[config.mk]
export PLATFORM = sky130hd
export DESIGN_NAME = sgnext_rr_arb
export DESIGN_NICKNAME = d
export VERILOG_FILES = /design/src/rtl/sgnext_rr_arb.sv
export SDC_FILE = /design/constraint.sdc
export NUM_CORES = 1
export LEC_CHECK = 0
export ABC_AREA = 1
export BUFFER_PORTS_ARGS = -buffer_cell sky130_fd_sc_hd__buf_4
export CORE_MARGIN = 5
export CORE_UTILIZATION = 40
export CTS_BUF_LIST = sky130_fd_sc_hd__clkbuf_2 sky130_fd_sc_hd__clkbuf_4 sky130_fd_sc_hd__clkbuf_8
export DETAILED_ROUTE_END_ITERATION = 8
export GPL_TIMING_DRIVEN = 0
export PLACE_DENSITY = 0.66
export SLEW_MARGIN = 20
export SYNTH_ARGS = -nofsm -noshare
export SYNTH_HDL_FRONTEND = slang
export SYNTH_SLANG_ARGS = --single-unit
[constraint.sdc]
create_clock -name i_clk -period 3.05 [get_ports i_clk]
set_clock_uncertainty 0.2 [all_clocks]
set_input_delay 0.1525 -clock i_clk [delete_from_list [all_inputs] [get_ports i_clk]]
set_output_delay 0.1525 -clock i_clk [all_outputs]
set_load 0.02 [all_outputs]
[src/rtl/sgnext_rr_arb.sv]
// Round-robin arbiter in front of a shared N->M sign-extension stage.
// R requesters offer signed N-bit values over valid/ready. One value is granted
// per free output slot. The winner's value is sign-extended and registered
// together with its index behind a single valid/ready output stage.
module sgnext_rr_arb #(
    parameter  int N   = 12,
    parameter  int M   = 32,
    parameter  int R   = 4,
    localparam int IDW = $clog2(R)
) (
    input  logic           i_clk,
    input  logic           i_rst_n,
    input  logic [R-1:0]   i_req_valid,
    input  logic [R*N-1:0] i_req_x,
    output logic [R-1:0]   o_req_ready,
    output logic           o_valid,
    output logic [M-1:0]   o_y,
    output logic [IDW-1:0] o_id,
    input  logic           i_ready
);

    // Sign extension is plain replication of the sign bit; M == N degenerates
    // to a pass-through because the low N bits overwrite the whole word.
    function automatic logic [M-1:0] sext_f(input logic [N-1:0] x);
        logic [M-1:0] r;
        r         = {M{x[N-1]}};
        r[N-1:0]  = x;
        return r;
    endfunction

    logic [N-1:0]   req_x_s [R];
    logic           load_s;
    logic [R-1:0]   grant_s;
    logic           found_s;
    logic [IDW-1:0] gid_s;
    logic [N-1:0]   gx_s;
    logic [IDW:0]   sum_s;
    logic [IDW-1:0] idx_s;

    logic           valid_q, valid_d;
    logic [M-1:0]   y_q, y_d;
    logic [IDW-1:0] id_q, id_d;
    logic [IDW-1:0] ptr_q, ptr_d;

    // Unpack the flat requester bus into one lane per requester.
    for (genvar k = 0; k < R; k++) begin : g_unpack
        assign req_x_s[k] = i_req_x[k*N +: N];
    end

    // The output slot can take a new value when it is empty or being drained.
    always_comb begin
        load_s = ~valid_q | i_ready;
    end

    // Round-robin search starting at ptr; the first valid requester wins.
    // Gated by reset so no requester sees a grant while the block is held in reset.
    always_comb begin
        grant_s = {R{1'b0}};
        found_s = 1'b0;
        gid_s   = {IDW{1'b0}};
        gx_s    = {N{1'b0}};
        sum_s   = {(IDW+1){1'b0}};
        idx_s   = {IDW{1'b0}};
        for (int i = 0; i < R; i++) begin
            sum_s = {1'b0, ptr_q} + (IDW+1)'(i);
            if (sum_s >= (IDW+1)'(R)) begin
                sum_s = sum_s - (IDW+1)'(R);
            end else begin
                sum_s = sum_s;
            end
            idx_s = IDW'(sum_s);
            if (!found_s && load_s && i_rst_n && i_req_valid[idx_s]) begin
                grant_s[idx_s] = 1'b1;
                gid_s          = idx_s;
                gx_s           = req_x_s[idx_s];
                found_s        = 1'b1;
            end else begin
                found_s = found_s;
            end
        end
    end

    // Next state of the output stage and priority pointer.
    always_comb begin
        valid_d = valid_q;
        y_d     = y_q;
        id_d    = id_q;
        ptr_d   = ptr_q;
        if (load_s) begin
            if (found_s) begin
                valid_d = 1'b1;
                y_d     = sext_f(gx_s);
                id_d    = gid_s;
                ptr_d   = (gid_s == IDW'(R-1)) ? {IDW{1'b0}} : gid_s + IDW'(1);
            end else begin
                valid_d = 1'b0;
            end
        end else begin
            valid_d = valid_q;
        end
    end

    // Output stage and pointer registers; reset drops any held result.
    always_ff @(posedge i_clk or negedge i_rst_n) begin
        if (!i_rst_n) begin
            valid_q <= 1'b0;
            y_q     <= {M{1'b0}};
            id_q    <= {IDW{1'b0}};
            ptr_q   <= {IDW{1'b0}};
        end else begin
            valid_q <= valid_d;
            y_q     <= y_d;
            id_q    <= id_d;
            ptr_q   <= ptr_d;
        end
    end

    assign o_req_ready = grant_s;
    assign o_valid     = valid_q;
    assign o_y         = y_q;
    assign o_id        = id_q;

endmodule
# [Word-level counts from Yosys, hierarchy flattened]
# Cells that the tools add are included.
[classes] n_mux=50 eq_ne=1 n_bitwise=9 add_sub_neg=8 magnitude_cmp=16 reduce_logical=19
[op_table] operator="$mux W12" count=12
[op_table] operator="$bmux W12 S2" count=4
[op_table] operator="$ge A3 B3 Y1 const B" count=7
[op_table] operator="$mux W2" count=9
[op_table] operator="$mux W4" count=4
[op_table] operator="$logic_and A1 B1 Y1" count=15
[op_table] operator="$mux W1" count=13
[op_table] operator="$lt A2 B3 Y1 const B" count=4
[op_table] operator="$not A2 Y3" count=4
[op_table] operator="$or A4 B4 Y4" count=3
[op_table] operator="$bmux W1 S2" count=4
[op_table] operator="$demux W1 S2" count=4
[op_table] operator="$ge A2 B1 Y1 const B" count=4
[op_table] operator="$sub A2 B1 Y2 const B" count=4
[op_table] operator="$add A2 B2 Y3 const B" count=2
[op_table] operator="$add A2 B1 Y3 const B" count=1
[op_table] operator="$ge A2 B3 Y1 const B" count=1
[op_table] operator="$logic_not A1 Y1" count=3
[op_table] operator="$add A2 B1 Y2 const B" count=1
[op_table] operator="$eq A2 B2 Y1 const B" count=1
[op_table] operator="$reduce_and A2 Y1" count=1
[op_table] operator="$not A1 Y1" count=1
[op_table] operator="$or A1 B1 Y1" count=1
[totals] wordCells=107 ff_bits=17

# [Depth between registers and ports, before layout]
[logic_depth] depth_word=23 depth_mapped=17

# [Worst setup path after synthesis]
# No wires, ideal clock.
[synth_path] path_kind="register to output" start="register (tool-made name)" end="output port o_req_ready[0]" stages_incl_launch_ff=12 path_slack_ps=267 path_buffers=3 t_arrival_ps=2431 cell_sequence="dfrtp_1 inv_2 buf_6 clkbuf_1 ha_1 buf_2 inv_2 nand3_2 nand2_4 a21o_1 nand3_4 o21ai_0"
[synth_lines] item="end: declaration" line="15" text="output logic [R-1:0] o_req_ready,"

==> results.sh <==
export IMPL_rrSetupSlack_ps=550
export IMPL_diodes=0
export IMPL_crit_fanout=20
export IMPL_dp_hpwl_mm=7.222
export IMPL_gr_total_overflow=0
export IMPL_start_util=0.4126
export IMPL_vias_per_cell=5.372
export IMPL_crit_type="reg -> out"
export IMPL_gp_congestion=0.8995
export IMPL_tritoncts="yes"
export IMPL_fmax_mhz=346.7
export IMPL_clkTransAtPathRegs_ps=80
export IMPL_grt_use_total=0.2235
export IMPL_clock_latency_ps=260
export IMPL_grt_max_degree=23
export IMPL_status="completed"
export IMPL_h_tree_depth=1
export IMPL_ys_seq_area_frac=0.1614
export IMPL_io_buffers=93
export IMPL_die_w_um=91.17
export IMPL_maxCapViolations=0
export IMPL_ys_flop_type="dfrtp_1"
export IMPL_finalWirelength_mm=9.650
export IMPL_avgSynthCellArea_um2=6.128
export IMPL_synth_edf_count=0
export IMPL_numCtsBuffers=3
export IMPL_synth_warnings=0
export IMPL_r2r_end="o_y[6]"
export IMPL_detail_route_antenna_nets=0
export IMPL_drtIter0Drc=223
export IMPL_clockBufferDepth=2
export IMPL_worstPathArrival_ps=2530
export IMPL_netlist_area_um2=2635
export IMPL_ios=94
export IMPL_leakage_nw=1.814
export IMPL_ys_top_cells_by_count="nand2_1, o21ai_0, buf_4"
export IMPL_drive_gt1_frac=0.3352
export IMPL_vias=3250
export IMPL_crit_path_end_kind="output port"
export IMPL_area_delta_synth_final_pct=33.81
export IMPL_grt_pass1_wl_mm=15.30
export IMPL_crit_path_start_kind="flop"
export IMPL_drtPass1Iterations=4
export IMPL_yosysTopAreaCellShare=0.2080
export IMPL_synth_area_leader_cell="nand2_1"
export IMPL_fin_crit_ps=2885
export IMPL_tightest_slew_ps=626.7
export IMPL_hold_viol_final=0
export IMPL_yosysMostFrequentCell="nand2_1"
export IMPL_cts_root_buf="clkbuf_8"
export IMPL_wire_per_inst_um=15.95
export IMPL_slew_headroom=0.5822
export IMPL_core_um2=6386
export IMPL_ys_ff_latch=17
export IMPL_finalPower_mw=4.311
export IMPL_setup_viol=0
export IMPL_p_per_area_nw_per_um2=1223
export IMPL_cts_sink_count=17
export IMPL_reg2reg_depth=15
export IMPL_irDropWorstVdd_uv=675.8
export IMPL_antenna_found_initial=0
export IMPL_ys_top_cells_by_area="nand2_1, dfrtp_1, o21ai_0"
export IMPL_synthesis_nets=489
export IMPL_cp_required_ps=2700
export IMPL_synthCells=430
export IMPL_hp_class="in -> async"
export IMPL_yosys_cell_types_count=28
export IMPL_grt_pass1_vias=3102
export IMPL_core_rowCount=29
export IMPL_nNetsFinal=588
export IMPL_setup_ws_ps=165.4
export IMPL_rsz0062_at_grt="false"
export IMPL_drc=0
export IMPL_dieHeight_um=91.17
export IMPL_synthArstFlopShare=1.000
export IMPL_die_area_um2=8311
export IMPL_pre_cts_slack_ps=-272.0
export IMPL_drv_slew=0
export IMPL_period_share=0.9458
-- per-stage QoR --
stage          hold slack [ps]  TNS [ps]  instances  cell area [um2]    util
6_report                 104.8         0        605             3526  0.5521
5_1_grt                  142.1         0        605             3526  0.5521
4_1_cts                  105.3         0        604             3500  0.5480
3_5_place_dp            -147.5     -1645        600             3430  0.5370
3_3_place_gp            -147.4     -1676        600             3430  0.5370
2_1_floorplan           -343.1         0        430             2635       -
-- where the power goes --
part	internal (mW)	leakage, nW	switching [mW]
Combinational	1.40	1.59	2.23
Sequential	0.355	0.203	0.127
Clock	0.102	0.0262	0.0930
-- final cells by class --
class / instances / area, um2
clock buffer: 4 / 48.80
timing repair buffer: 96 / 725.7
buffer: 44 / 305.3
multi-input combinational: 336 / 1793
sequential: 17 / 427.9
inverter: 31 / 128.9
fill: 680 / 2860
tap: 77 / 96.34
-- layer usage --
layer	wire [um]	share of wire	up-vias	GRT usage
li1	-	-	1593	-
met5	0	0	-	0
met4	148	0.015	0	0.06112
met3	642	0.067	13	0.04215
met1	4073	0.42	1517	0.2812
met2	4785	0.50	127	0.3888
-- worst max-delay path: stages, from the launching register on --
cell     delay (ps)
dfrtp_2         440
inv_2            90
buf_12          150
ha_1            240
buf_4           190
inv_6           110
nand3_2         100
nand2_4         110
a21o_1          160
nand3_4         130
inv_2           120
buf_6           160
nand2_1          60
nand2_1          60
buf_4           130
-- cell families (layout without fill, tap and decap cells) --
logic type      Yosys count  in the layout  synth area share
simple gates            210            210            0.3718
fa+ha+maj                 4              4           0.01899
mux                      12             12           0.04559
compound gates          110            110            0.2441
buf+inv                  77            175            0.1581
flops                    17             17            0.1614
-- how the worst max path moves through the flow --
stage,start,end,slack [ps]
after floorplan,flop,o_req_ready[0],270
after global placement,flop,o_req_ready[2],-270
after detailed placement,flop,o_req_ready[2],-270
after CTS,flop,o_req_ready[2],10
after global routing,flop,o_req_ready[2],9
final,flop,o_req_ready[2],170
-- state kept, by name, summed over array words and instances, names as in the netlist, named ones only --
signal and count:
o_y 12, o_id 2, o_valid 1, ptr_q 1
-- repair_timing --
item / in CTS / in global routing
endpoints found under the hold margin: 18 / 0
hold buffers: 2 / 0
resized for setup: 4 / 6
pin swaps: 0 / 1
endpoints found under the setup margin: 20 / 1
buffers inserted: 0 / 1
-- cells in the final DEF, fill, tap and decap left out, drive strengths merged --
| cell | synthesis | layout |
|---|---|---|
| o211a | 12 | 12 |
| clkbuf | 12 | 14 |
| inv | 31 | 31 |
| or2 | 12 | 12 |
| ha | 4 | 4 |
| nand2 | 161 | 161 |
| dlygate4sd3 | 0 | 2 |
| nor2 | 10 | 10 |
| o21ai | 80 | 80 |
| mux2i | 12 | 12 |
| o211ai | 12 | 12 |
| buf | 34 | 128 |
| a21oi | 5 | 5 |
| nand3 | 27 | 27 |
| a21o | 1 | 1 |
| dfrtp | 17 | 17 |
Power figures use the tool's default switching activity.
